==> config.mk <==
export PLATFORM = sky130hd
export DESIGN_NAME = adc_iq_signed_conv
export DESIGN_NICKNAME = d
export VERILOG_FILES = /design/src/rtl/adc_conv_pkg.sv /design/src/rtl/adc_sample_fifo.sv /design/src/rtl/adc_iq_signed_conv.sv
export SDC_FILE = /design/constraint.sdc
export NUM_CORES = 1
export LEC_CHECK = 0
export CAP_MARGIN = 10
export CORE_ASPECT_RATIO = 0.6
export CORE_MARGIN = 1
export CORE_UTILIZATION = 45
export CTS_BUF_LIST = sky130_fd_sc_hd__clkbuf_16
export CTS_CLUSTER_SIZE = 14
export DETAILED_ROUTE_END_ITERATION = 8
export PLACE_DENSITY = 0.67
export SLEW_MARGIN = 20
export SYNTH_ARGS = -nofsm -noshare
export SYNTH_HDL_FRONTEND = slang
export SYNTH_SLANG_ARGS = --single-unit
export TNS_END_PERCENT = 5
==> constraint.sdc <==
create_clock -name clk -period 3.7 [get_ports clk]
set_clock_uncertainty 0.1 [all_clocks]
set_input_delay 0.925 -clock clk [delete_from_list [all_inputs] [get_ports clk]]
set_output_delay 0.925 -clock clk [all_outputs]
set_load 0.005 [all_outputs]
==> src/rtl/adc_conv_pkg.sv <==
// Shared helpers for the ADC I/Q converter: offset-binary to signed conversion and saturation.
package adc_conv_pkg;

  localparam int unsigned MaxW      = 32;
  localparam int unsigned AdcWDflt  = 8;
  localparam int unsigned PairWDflt = 2 * (AdcWDflt + 1);

  // 2x - (2^w - 1); exact for w < MaxW.
  function automatic logic signed [MaxW:0] offset_to_signed(input logic [MaxW-1:0] x,
                                                             input int unsigned w);
    logic [MaxW:0] ones;
    ones = '0;
    for (int unsigned i = 0; i < MaxW; i++) begin
      if (i < w) ones[i] = 1'b1;
    end
    return $signed({x, 1'b0}) - $signed(ones);
  endfunction

  function automatic logic signed [MaxW:0] sat_signed(input logic signed [MaxW:0] v,
                                                      input int unsigned width);
    logic signed [MaxW:0] hi;
    logic signed [MaxW:0] lo;
    hi = '0;
    for (int unsigned i = 0; i < MaxW; i++) begin
      if (i + 1 < width) hi[i] = 1'b1;
    end
    lo = ~hi;
    if (v > hi) return hi;
    if (v < lo) return lo;
    return v;
  endfunction

endpackage

==> src/rtl/adc_sample_fifo.sv <==
// Synchronous show-ahead FIFO; output holds the last popped word while empty.
module adc_sample_fifo #(
  parameter int unsigned WIDTH = 18,
  parameter int unsigned DEPTH = 4
) (
  input  logic                       clk_i,
  input  logic                       rst_i,
  input  logic                       wr_en_i,
  input  logic [WIDTH-1:0]           wr_data_i,
  input  logic                       rd_en_i,
  output logic [WIDTH-1:0]           rd_data_o,
  output logic                       full_o,
  output logic                       empty_o,
  output logic [$clog2(DEPTH):0]     count_o
);

  localparam int unsigned AddrW = $clog2(DEPTH);

  logic [WIDTH-1:0] mem_q [DEPTH];
  logic [AddrW-1:0] wr_ptr_q, wr_ptr_d;
  logic [AddrW-1:0] rd_ptr_q, rd_ptr_d;
  logic [AddrW:0]   count_q, count_d;
  logic [WIDTH-1:0] hold_q, hold_d;
  logic             rd_ok, wr_ok;

  assign empty_o = (count_q == '0);
  assign full_o  = (count_q == (AddrW + 1)'(DEPTH));
  assign count_o = count_q;

  // A full FIFO still accepts a write when the same cycle pops.
  assign rd_ok = rd_en_i & ~empty_o;
  assign wr_ok = wr_en_i & (~full_o | rd_ok);

  always_comb begin
    wr_ptr_d = wr_ptr_q;
    rd_ptr_d = rd_ptr_q;
    count_d  = count_q;
    hold_d   = hold_q;
    if (wr_ok) wr_ptr_d = wr_ptr_q + AddrW'(1);
    if (rd_ok) begin
      rd_ptr_d = rd_ptr_q + AddrW'(1);
      hold_d   = mem_q[rd_ptr_q];
    end
    if (wr_ok && !rd_ok) count_d = count_q + (AddrW + 1)'(1);
    if (!wr_ok && rd_ok) count_d = count_q - (AddrW + 1)'(1);
  end

  always_ff @(posedge clk_i) begin
    if (rst_i) begin
      wr_ptr_q <= '0;
      rd_ptr_q <= '0;
      count_q  <= '0;
      hold_q   <= '0;
    end else begin
      wr_ptr_q <= wr_ptr_d;
      rd_ptr_q <= rd_ptr_d;
      count_q  <= count_d;
      hold_q   <= hold_d;
    end
  end

  always_ff @(posedge clk_i) begin
    if (wr_ok) mem_q[wr_ptr_q] <= wr_data_i;
  end

  assign rd_data_o = empty_o ? hold_q : mem_q[rd_ptr_q];

endmodule

==> src/rtl/adc_iq_signed_conv.sv <==
// ADC I/Q capture, offset-binary to signed conversion and stream FIFO.
// Optional DC removal stage enabled by defining ADC_DC_REMOVE_EN.
module adc_iq_signed_conv
  import adc_conv_pkg::*;
#(
  parameter int unsigned ADC_W       = AdcWDflt,
  parameter int unsigned FIFO_DEPTH  = 4,
  parameter int unsigned SYNC_STAGES = 2,
  parameter int unsigned CNT_W       = 8,
  parameter int unsigned DC_SHIFT    = 4
) (
  input  logic             clk,
  input  logic             rst,
  input  logic [ADC_W-1:0] adc_i,
  input  logic [ADC_W-1:0] adc_q,
  input  logic             adc_eoc,
  output logic [ADC_W:0]   out_i,
  output logic [ADC_W:0]   out_q,
  output logic             out_valid,
  input  logic             out_ready,
  output logic             overflow,
  output logic [CNT_W-1:0] drop_cnt
);

  localparam int unsigned OutW  = ADC_W + 1;
  localparam int unsigned PairW = 2 * OutW;

  // Sync/history reset high so an eoc held across reset is not a rising edge.
  logic [SYNC_STAGES-1:0] sync_q;
  logic                   eoc_prev_q;
  logic                   eoc_rise;

  always_ff @(posedge clk) begin
    if (rst) begin
      sync_q     <= '1;
      eoc_prev_q <= 1'b1;
    end else begin
      sync_q     <= {sync_q[SYNC_STAGES-2:0], adc_eoc};
      eoc_prev_q <= sync_q[SYNC_STAGES-1];
    end
  end

  assign eoc_rise = sync_q[SYNC_STAGES-1] & ~eoc_prev_q;

  logic             cap_vld_q;
  logic [ADC_W-1:0] cap_i_q, cap_q_q;

  always_ff @(posedge clk) begin
    if (rst) begin
      cap_vld_q <= 1'b0;
      cap_i_q   <= '0;
      cap_q_q   <= '0;
    end else begin
      cap_vld_q <= eoc_rise;
      if (eoc_rise) begin
        cap_i_q <= adc_i;
        cap_q_q <= adc_q;
      end
    end
  end

  logic signed [OutW-1:0] y_i, y_q;
  assign y_i = OutW'(offset_to_signed(MaxW'(cap_i_q), ADC_W));
  assign y_q = OutW'(offset_to_signed(MaxW'(cap_q_q), ADC_W));

  logic             wr_en;
  logic [PairW-1:0] wr_data;

`ifdef ADC_DC_REMOVE_EN
  localparam int unsigned AccW = OutW + DC_SHIFT;

  logic signed [AccW-1:0] acc_i_q, acc_q_q;
  logic signed [OutW:0]   diff_i, diff_q;
  logic signed [OutW-1:0] res_i, res_q;
  logic signed [OutW-1:0] dc_i_q, dc_q_q;
  logic                   dc_vld_q;

  // The shifted estimate always fits OutW bits, so truncation keeps its value.
  assign diff_i = (OutW + 1)'(y_i) - (OutW + 1)'(acc_i_q >>> DC_SHIFT);
  assign diff_q = (OutW + 1)'(y_q) - (OutW + 1)'(acc_q_q >>> DC_SHIFT);
  assign res_i  = OutW'(sat_signed((MaxW + 1)'(diff_i), OutW));
  assign res_q  = OutW'(sat_signed((MaxW + 1)'(diff_q), OutW));

  always_ff @(posedge clk) begin
    if (rst) begin
      acc_i_q  <= '0;
      acc_q_q  <= '0;
      dc_i_q   <= '0;
      dc_q_q   <= '0;
      dc_vld_q <= 1'b0;
    end else begin
      dc_vld_q <= cap_vld_q;
      if (cap_vld_q) begin
        acc_i_q <= acc_i_q + AccW'(diff_i);
        acc_q_q <= acc_q_q + AccW'(diff_q);
        dc_i_q  <= res_i;
        dc_q_q  <= res_q;
      end
    end
  end

  assign wr_en   = dc_vld_q;
  assign wr_data = {dc_i_q, dc_q_q};
`else
  assign wr_en   = cap_vld_q;
  assign wr_data = {y_i, y_q};
`endif

  logic [PairW-1:0] rd_data;
  logic             fifo_full, fifo_empty;
  logic             pop, drop;

  adc_sample_fifo #(
    .WIDTH (PairW),
    .DEPTH (FIFO_DEPTH)
  ) u_fifo (
    .clk_i     (clk),
    .rst_i     (rst),
    .wr_en_i   (wr_en),
    .wr_data_i (wr_data),
    .rd_en_i   (out_ready),
    .rd_data_o (rd_data),
    .full_o    (fifo_full),
    .empty_o   (fifo_empty),
    .count_o   ()
  );

  assign pop  = out_ready & ~fifo_empty;
  assign drop = wr_en & fifo_full & ~pop;

  logic [CNT_W-1:0] drop_cnt_q, drop_cnt_d;
  logic             overflow_q, overflow_d;

  always_comb begin
    drop_cnt_d = drop_cnt_q;
    overflow_d = overflow_q;
    if (drop) begin
      overflow_d = 1'b1;
      if (drop_cnt_q != '1) drop_cnt_d = drop_cnt_q + CNT_W'(1);
    end
  end

  always_ff @(posedge clk) begin
    if (rst) begin
      drop_cnt_q <= '0;
      overflow_q <= 1'b0;
    end else begin
      drop_cnt_q <= drop_cnt_d;
      overflow_q <= overflow_d;
    end
  end

  assign out_valid = ~fifo_empty;
  assign out_i     = rd_data[PairW-1:OutW];
  assign out_q     = rd_data[OutW-1:0];
  assign overflow  = overflow_q;
  assign drop_cnt  = drop_cnt_q;

endmodule

==> metrics.cfg, run 1 <==
[timing]
fin_crit_sh_pct=95.73
worst_pin_slew_ns=0.9094
fin_crit_ns=3.542
tns_ns=0
rsz0062_at_grt=no
setup_viol=0
slew_viol_final=0
max-slew-margin-rel_pct=39.37
clock.fmax_ghz=0.2823
finalHoldViolCount=0

[clocking]
ctsResizeCount=0
clkTransAtPathRegs_ns=0.05
cts_max_level=4
post_cts_buffers=0
clockBufferDepth=2
ctsHoldBuffers=0
clkLatencyLatePin_ns=0.41
cts_made_buffers=17
cts_tree=done
clock_sinks=119
cts_root_buf=clkbuf_16

[worst_setup_path]
path_max_fanout=19
critPathRequiredTime_ns=2.67
end_kind=output pin
cp-start-kind=flip-flop
path_delay_family=simple AND/OR/NAND/NOR gates
path_class=reg2out
critPathArrivalTime_ns=2.52
cp.buffers_inverters=1
crit_slowest_cell=or3_1
critPathMaxStageDelay_ns=0.77
crit_chain=or3_1, mux2_2, clkdlybuf4s50_1

[die]
die_area_sq_um=10820
io_pins=48
core_sq_um=9985
die_h_um=80.98
initial_core_util_pct=46.85
rows=28
die_w_um=133.6

[routing]
drc_errors=0
via_count=2909
wirelength_um=8883
ant_nets=0
vias_per_cell=5.140
first_iter_violations=219
first_pass_iters=4
avgRoutedWirePerCell_um=15.69

[placement]
dp_hpwl_um=5819
gp_congestion=0.7226
numPortBuffers=47
place_inst=534

[grt]
antenna_found_initial=0
met1_usage_pct=26.49
grt-busiest-layer=met1
grt_pass1_wl_um=13940
use_met2_pct=24.38
grt_max_degree=40
grtUsageMet3_pct=5.618
overflow=0
track_usage_pct=18.13
grt_pass1_vias=2570

[layout]
fin_cells=566
syn_to_final_growth_pct=27.20
drive_above_1_share_pct=17.87
diodes=0
fin_nets=444
ff_latch_area_sq_um=3023
nFillCells=762
multi_input_area_sq_um=1530

[logic_synthesis]
synth_compound_area_share_pct=6.071
synth.mux.area_fraction_pct=12.44
yosysWarningCount=0
ys_types=39
ys_top_cells_by_area=edfxtp_1 (41%), dfxtp_1 (24%), mux4_2 (7.7%), nand2_1 (5.5%), mux2_2 (4.1%)
syn-num-nets=390
synth_area_per_cell_sq_um=12.85
syn_area_sq_um=4678
synth_edf_count=64
synth_seq_area_share_pct=64.62
synth_top_family_by_area=multiplexers
async_flop_share_pct=0
yosys_register_bits=119
yosys.area_share.simple_pct=11.31
syn_inst=364
yosysTopAreaCell=edfxtp_1
synth_xor_area_share_pct=1.123
synth.top_cell.area_share_pct=41.08
synthFlopType=edfxtp_1
yosys.area_share.adder_pct=1.765

[power]
p_per_area_nw_per_um2=568.9
p_leak_nw=2.009
peakVddDrop_uv=345.7

[min_path]
hold_class=reg2reg

[run_status]
status=completed

[run]
cap_violations=0

## metrics by stage
step           util, %  worst slack [ns]  hold WS, ns  area, sq um  power (W)
2_1_floorplan        -             1.021       0.2895         4678   0.001527
3_3_place_gp     53.01            0.6053       0.3000         5293   0.001603
3_5_place_dp     53.01            0.5022       0.2966         5293   0.001605
4_1_cts          59.60            0.1571       0.3152         5951   0.003411
5_1_grt          59.60           0.05729       0.3328         5951   0.003481
6_report         59.60            0.1580       0.3130         5951   0.003385
## cell families (layout without fill, tap and decap cells)
logic type      Yosys count  after routing
flops                   119            119
simple gates            116            116
compound gates           50             50
mux                      36             36
buf+inv                  31             98
fa+ha+maj                 6              6
xor+xnor                  6              6
## cell usage after synthesis, drive strengths merged, types with 2 or more instances
library cell	instances
or2	4
edfxtp	64
dfxtp	55
nand2b	3
and3	2
xnor2	2
o31a	3
xor2	4
clkbuf	13
a211oi	2
ha	5
nand3	5
nor2b	3
buf	8
nand2	68
nor2	17
and2	5
a21oi	36
o211ai	2
mux4	16
o21ai	3
or3	2
o31ai	2
inv	10
mux2	17
mux2i	3
## final cells by class
| class | count | share of cell area (%) |
|---|---|---|
| Multi-Input combinational cell | 214 | 25.71 |
| Clock buffer | 17 | 7.149 |
| Sequential cell | 119 | 50.80 |
| Tap cell | 135 | 2.839 |
| Timing Repair Buffer | 56 | 8.957 |
| Inverter | 10 | 0.6308 |
| Clock inverter | 15 | 3.911 |
## sequential cells by signal, summed over array words and instances (netlist names), named ones only
signal,count
u_fifo.count_o,3
u_fifo.rd_ptr_q,2
overflow,1
cap_q_q,8
cap_vld_q,1
sync_q,2
u_fifo.wr_ptr_q,2
u_fifo.mem_q,64
drop_cnt,8
eoc_prev_q,1
u_fifo.hold_q,17
cap_i_q,8
## placed cells by master (no fill, tap or decap), types with 2 or more instances in the layout
cell type         n
inv_1            11
o21ai_0           3
bufinv_16         6
nor2_1           17
clkinvlp_4        3
nor2b_1           3
xnor2_1           2
edfxtp_1         64
and2_1            4
o31ai_1           2
mux2_2           17
nand3_1           5
a21oi_1          36
clkinv_1          2
mux4_2           16
clkbuf_16        17
mux2i_1           3
or2_2             4
or3_1             2
o31a_1            3
dfxtp_1          55
and3_1            2
o211ai_1          2
clkdlybuf4s50_1  46
clkinv_2          2
nand2_1          68
a211oi_1          2
buf_4             9
xor2_1            4
ha_1              5
nand2b_1          3
## report_power, final
group          internal, W  switching, W  total [W]
Sequential         0.00140     0.0000113    0.00141
Combinational    0.0000938     0.0000724   0.000166
Clock              0.00125      0.000555    0.00181
Total              0.00275      0.000639    0.00339
## metal layers
| metal | routed length (um) | vias up | share of wire [%] |
|---|---|---|---|
| li1 | - | 1416 | - |
| met1 | 4530 | 1396 | 51 |
| met2 | 3630 | 85 | 41 |
| met3 | 635 | 12 | 7.1 |
| met4 | 87 | 0 | 0.98 |
| met5 | 0 | - | 0 |
## worst register-to-register path: cells and delay by family, from the launching register on
family	cells	cell delay, ns
compound gates	1	0.09
flops	1	0.47
simple gates	3	1.66
## final timing paths
check                         start                to  slack [ns]  depth (start not counted)
setup / recovery  u_fifo.count_o[0]          out_i[6]        0.16                          3
hold / removal            sync_q[0]         sync_q[1]        0.31                          1
setup reg to reg  u_fifo.count_o[0]  u_fifo.hold_q[7]        1.23                          4
hold reg to reg           sync_q[0]         sync_q[1]        0.31                          1
(Power assumes the default switching activity.)
==> run 2: changes to the inputs <==
Settings changed: CTS_BUF_LIST sky130_fd_sc_hd__clkbuf_16 to sky130_fd_sc_hd__clkbuf_2 sky130_fd_sc_hd__clkbuf_4 sky130_fd_sc_hd__clkbuf_8.
==> run 2 against run 1 <==
  * Worst hold slack worse by 0.0018 ns
  * Sequential power barely moved
  * Combinational power hardly changed
  * Worst setup slack lost 0.032 ns
  * Count of clock-buffer cells in the layout up 1
  * Clock power is 24% lower
  * Design area is 3.2% lower
  * Critical endpoint unchanged
==> metrics.cfg, run 2 (synthesis results as in run 1) <==
[grt]
met1_usage_pct=26.13  ; -0.36 points
grtUsageMet3_pct=5.431  ; -0.19 points
antenna_found_initial=0  ; unchanged
grt_pass1_wl_um=13880  ; -0.40%
grt-busiest-layer=met1
use_met2_pct=24.53  ; +0.16 points
track_usage_pct=18.10  ; -0.036 points
grt_max_degree=40  ; unchanged
overflow=0  ; unchanged
grt_pass1_vias=2569  ; -0.039%

[clocking]
clock_sinks=119  ; unchanged
ctsResizeCount=0  ; unchanged
cts_root_buf=clkbuf_8
cts_made_buffers=17  ; unchanged
clkLatencyLatePin_ns=0.43  ; +0.02 ns
cts_max_level=4  ; unchanged
post_cts_buffers=0  ; unchanged
clkTransAtPathRegs_ns=0.07  ; +0.02 ns
clockBufferDepth=2  ; unchanged
ctsHoldBuffers=0  ; unchanged
cts_tree=done

[layout]
fin_nets=444  ; unchanged
multi_input_area_sq_um=1530  ; unchanged
ff_latch_area_sq_um=3023  ; unchanged
layout_common_cells=nand2_1 (68), edfxtp_1 (64), dfxtp_1 (55)
syn_to_final_growth_pct=23.19
top_regs=u_fifo.mem_q: 64 flops, u_fifo.hold_q: 17 flops
mostFrequentLayoutCell=nand2_1
design_area_sq_um=5763  ; -3.2%
fin_cells=566  ; unchanged
diodes=0  ; unchanged
largest-register=u_fifo.mem_q
drive_above_1_share_pct=18.10  ; +0.23 points
largest_reg_flops=64  ; unchanged
nFillCells=784  ; +2.9%

[worst_setup_path]
end_kind=output pin
crit_slowest_cell=or3_1
critPathArrivalTime_ns=2.55  ; +0.03 ns
path_max_fanout=19  ; unchanged
cp-start-kind=flip-flop
path_delay_family=simple AND/OR/NAND/NOR gates
critPathRequiredTime_ns=2.67  ; about the same
path_class=reg2out
crit_chain=or3_1, mux2_2, clkdlybuf4s50_1
critPathMaxStageDelay_ns=0.77  ; about the same
cp.buffers_inverters=1  ; unchanged

[timing]
worst_pin_slew_ns=0.9079  ; -0.001509 ns
fin_crit_sh_pct=96.59  ; +0.86 points
whs_ns=0.3112  ; -0.001822 ns
rsz0062_at_grt=no
slew_viol_final=0  ; unchanged
finalHoldViolCount=0  ; unchanged
max-slew-margin-rel_pct=39.48  ; +0.10 points
clock.fmax_ghz=0.2798  ; -0.89%
fin_crit_ns=3.574  ; +0.03174 ns
tns_ns=0  ; unchanged
setup_viol=0  ; unchanged

[placement]
numPortBuffers=47  ; unchanged
place_inst=534  ; unchanged
dp_hpwl_um=5819  ; unchanged
gp_congestion=0.7226  ; unchanged
placed_area_sq_um=5293  ; unchanged

[routing]
ant_nets=0  ; unchanged
first_pass_iters=4  ; unchanged
wirelength_um=8984  ; +1.1%
avgRoutedWirePerCell_um=15.87  ; +1.1%
via_count=2923  ; +0.48%
drc_errors=0  ; unchanged
first_iter_violations=165  ; -25%
vias_per_cell=5.164  ; +0.48%

[min_path]
hold_class=reg2reg

[die]
core_sq_um=9985  ; unchanged
io_pins=48  ; unchanged
die_area_sq_um=10820  ; unchanged
initial_core_util_pct=46.85  ; unchanged
rows=28  ; unchanged
die_w_um=133.6  ; unchanged
die_h_um=80.98  ; unchanged

[run_status]
status=completed

[power]
peakVddDrop_uv=223.9  ; -35%
p_per_area_nw_per_um2=510.8  ; -10%
p_leak_nw=1.921  ; -4.4%
fin_total_pwr_w=0.002944  ; -13%

[run]
cap_violations=0  ; unchanged

-- run 2: layer usage --
layer	vias to the layer above	part of all wire (%)	wire (um)
met1	1414	51	4615
met2	82	41	3699
li1	1414	-	-
met5	-	0	0
met4	0	1.3	115
met3	13	6.2	554
-- run 2: power breakdown --
group / internal (W) / switching (W)
sequential: 0.00140 / 0.0000114
combinational: 0.0000938 / 0.0000730
clock: 0.000871 / 0.000496
-- run 2: cell type report --
cell class | count | area share, %
clock inverters | 14 | 3.973
clock buffers | 18 | 4.190
repair buffers | 56 | 9.249
multi-input cells | 214 | 26.55
flip-flops and latches | 119 | 52.45
well taps | 135 | 2.931
inverters | 10 | 0.6513
-- run 2: metrics by stage --
step                setup slack [ns]  util, %
finish                        0.1262    57.72
global route                 0.01495    57.72
CTS                           0.1180    57.72
detailed placement            0.5022    53.01
global placement              0.6053    53.01
floorplan                      1.021        -
-- run 2: final timing paths --
path | start | cells after the start | slack, ns | to
max | u_fifo.count_o[0] | 3 | 0.13 | out_i[6]
min reg2reg | sync_q[0] | 1 | 0.31 | sync_q[1]
min | sync_q[0] | 1 | 0.31 | sync_q[1]
max reg2reg | u_fifo.count_o[0] | 4 | 1.25 | u_fifo.hold_q[14]
-- run 2: worst register-to-register path: cells and delay by family, from the launching register on --
kind	cells	cell delay, ns
compound gates	1	0.09
flops	1	0.48
simple gates	3	1.64
==> run 3: changes to the inputs <==
Settings changed: CAP_MARGIN 10 to 20.
==> results of run 3 <==
The final DEF is identical to that of run 2; final timing and power are the same.
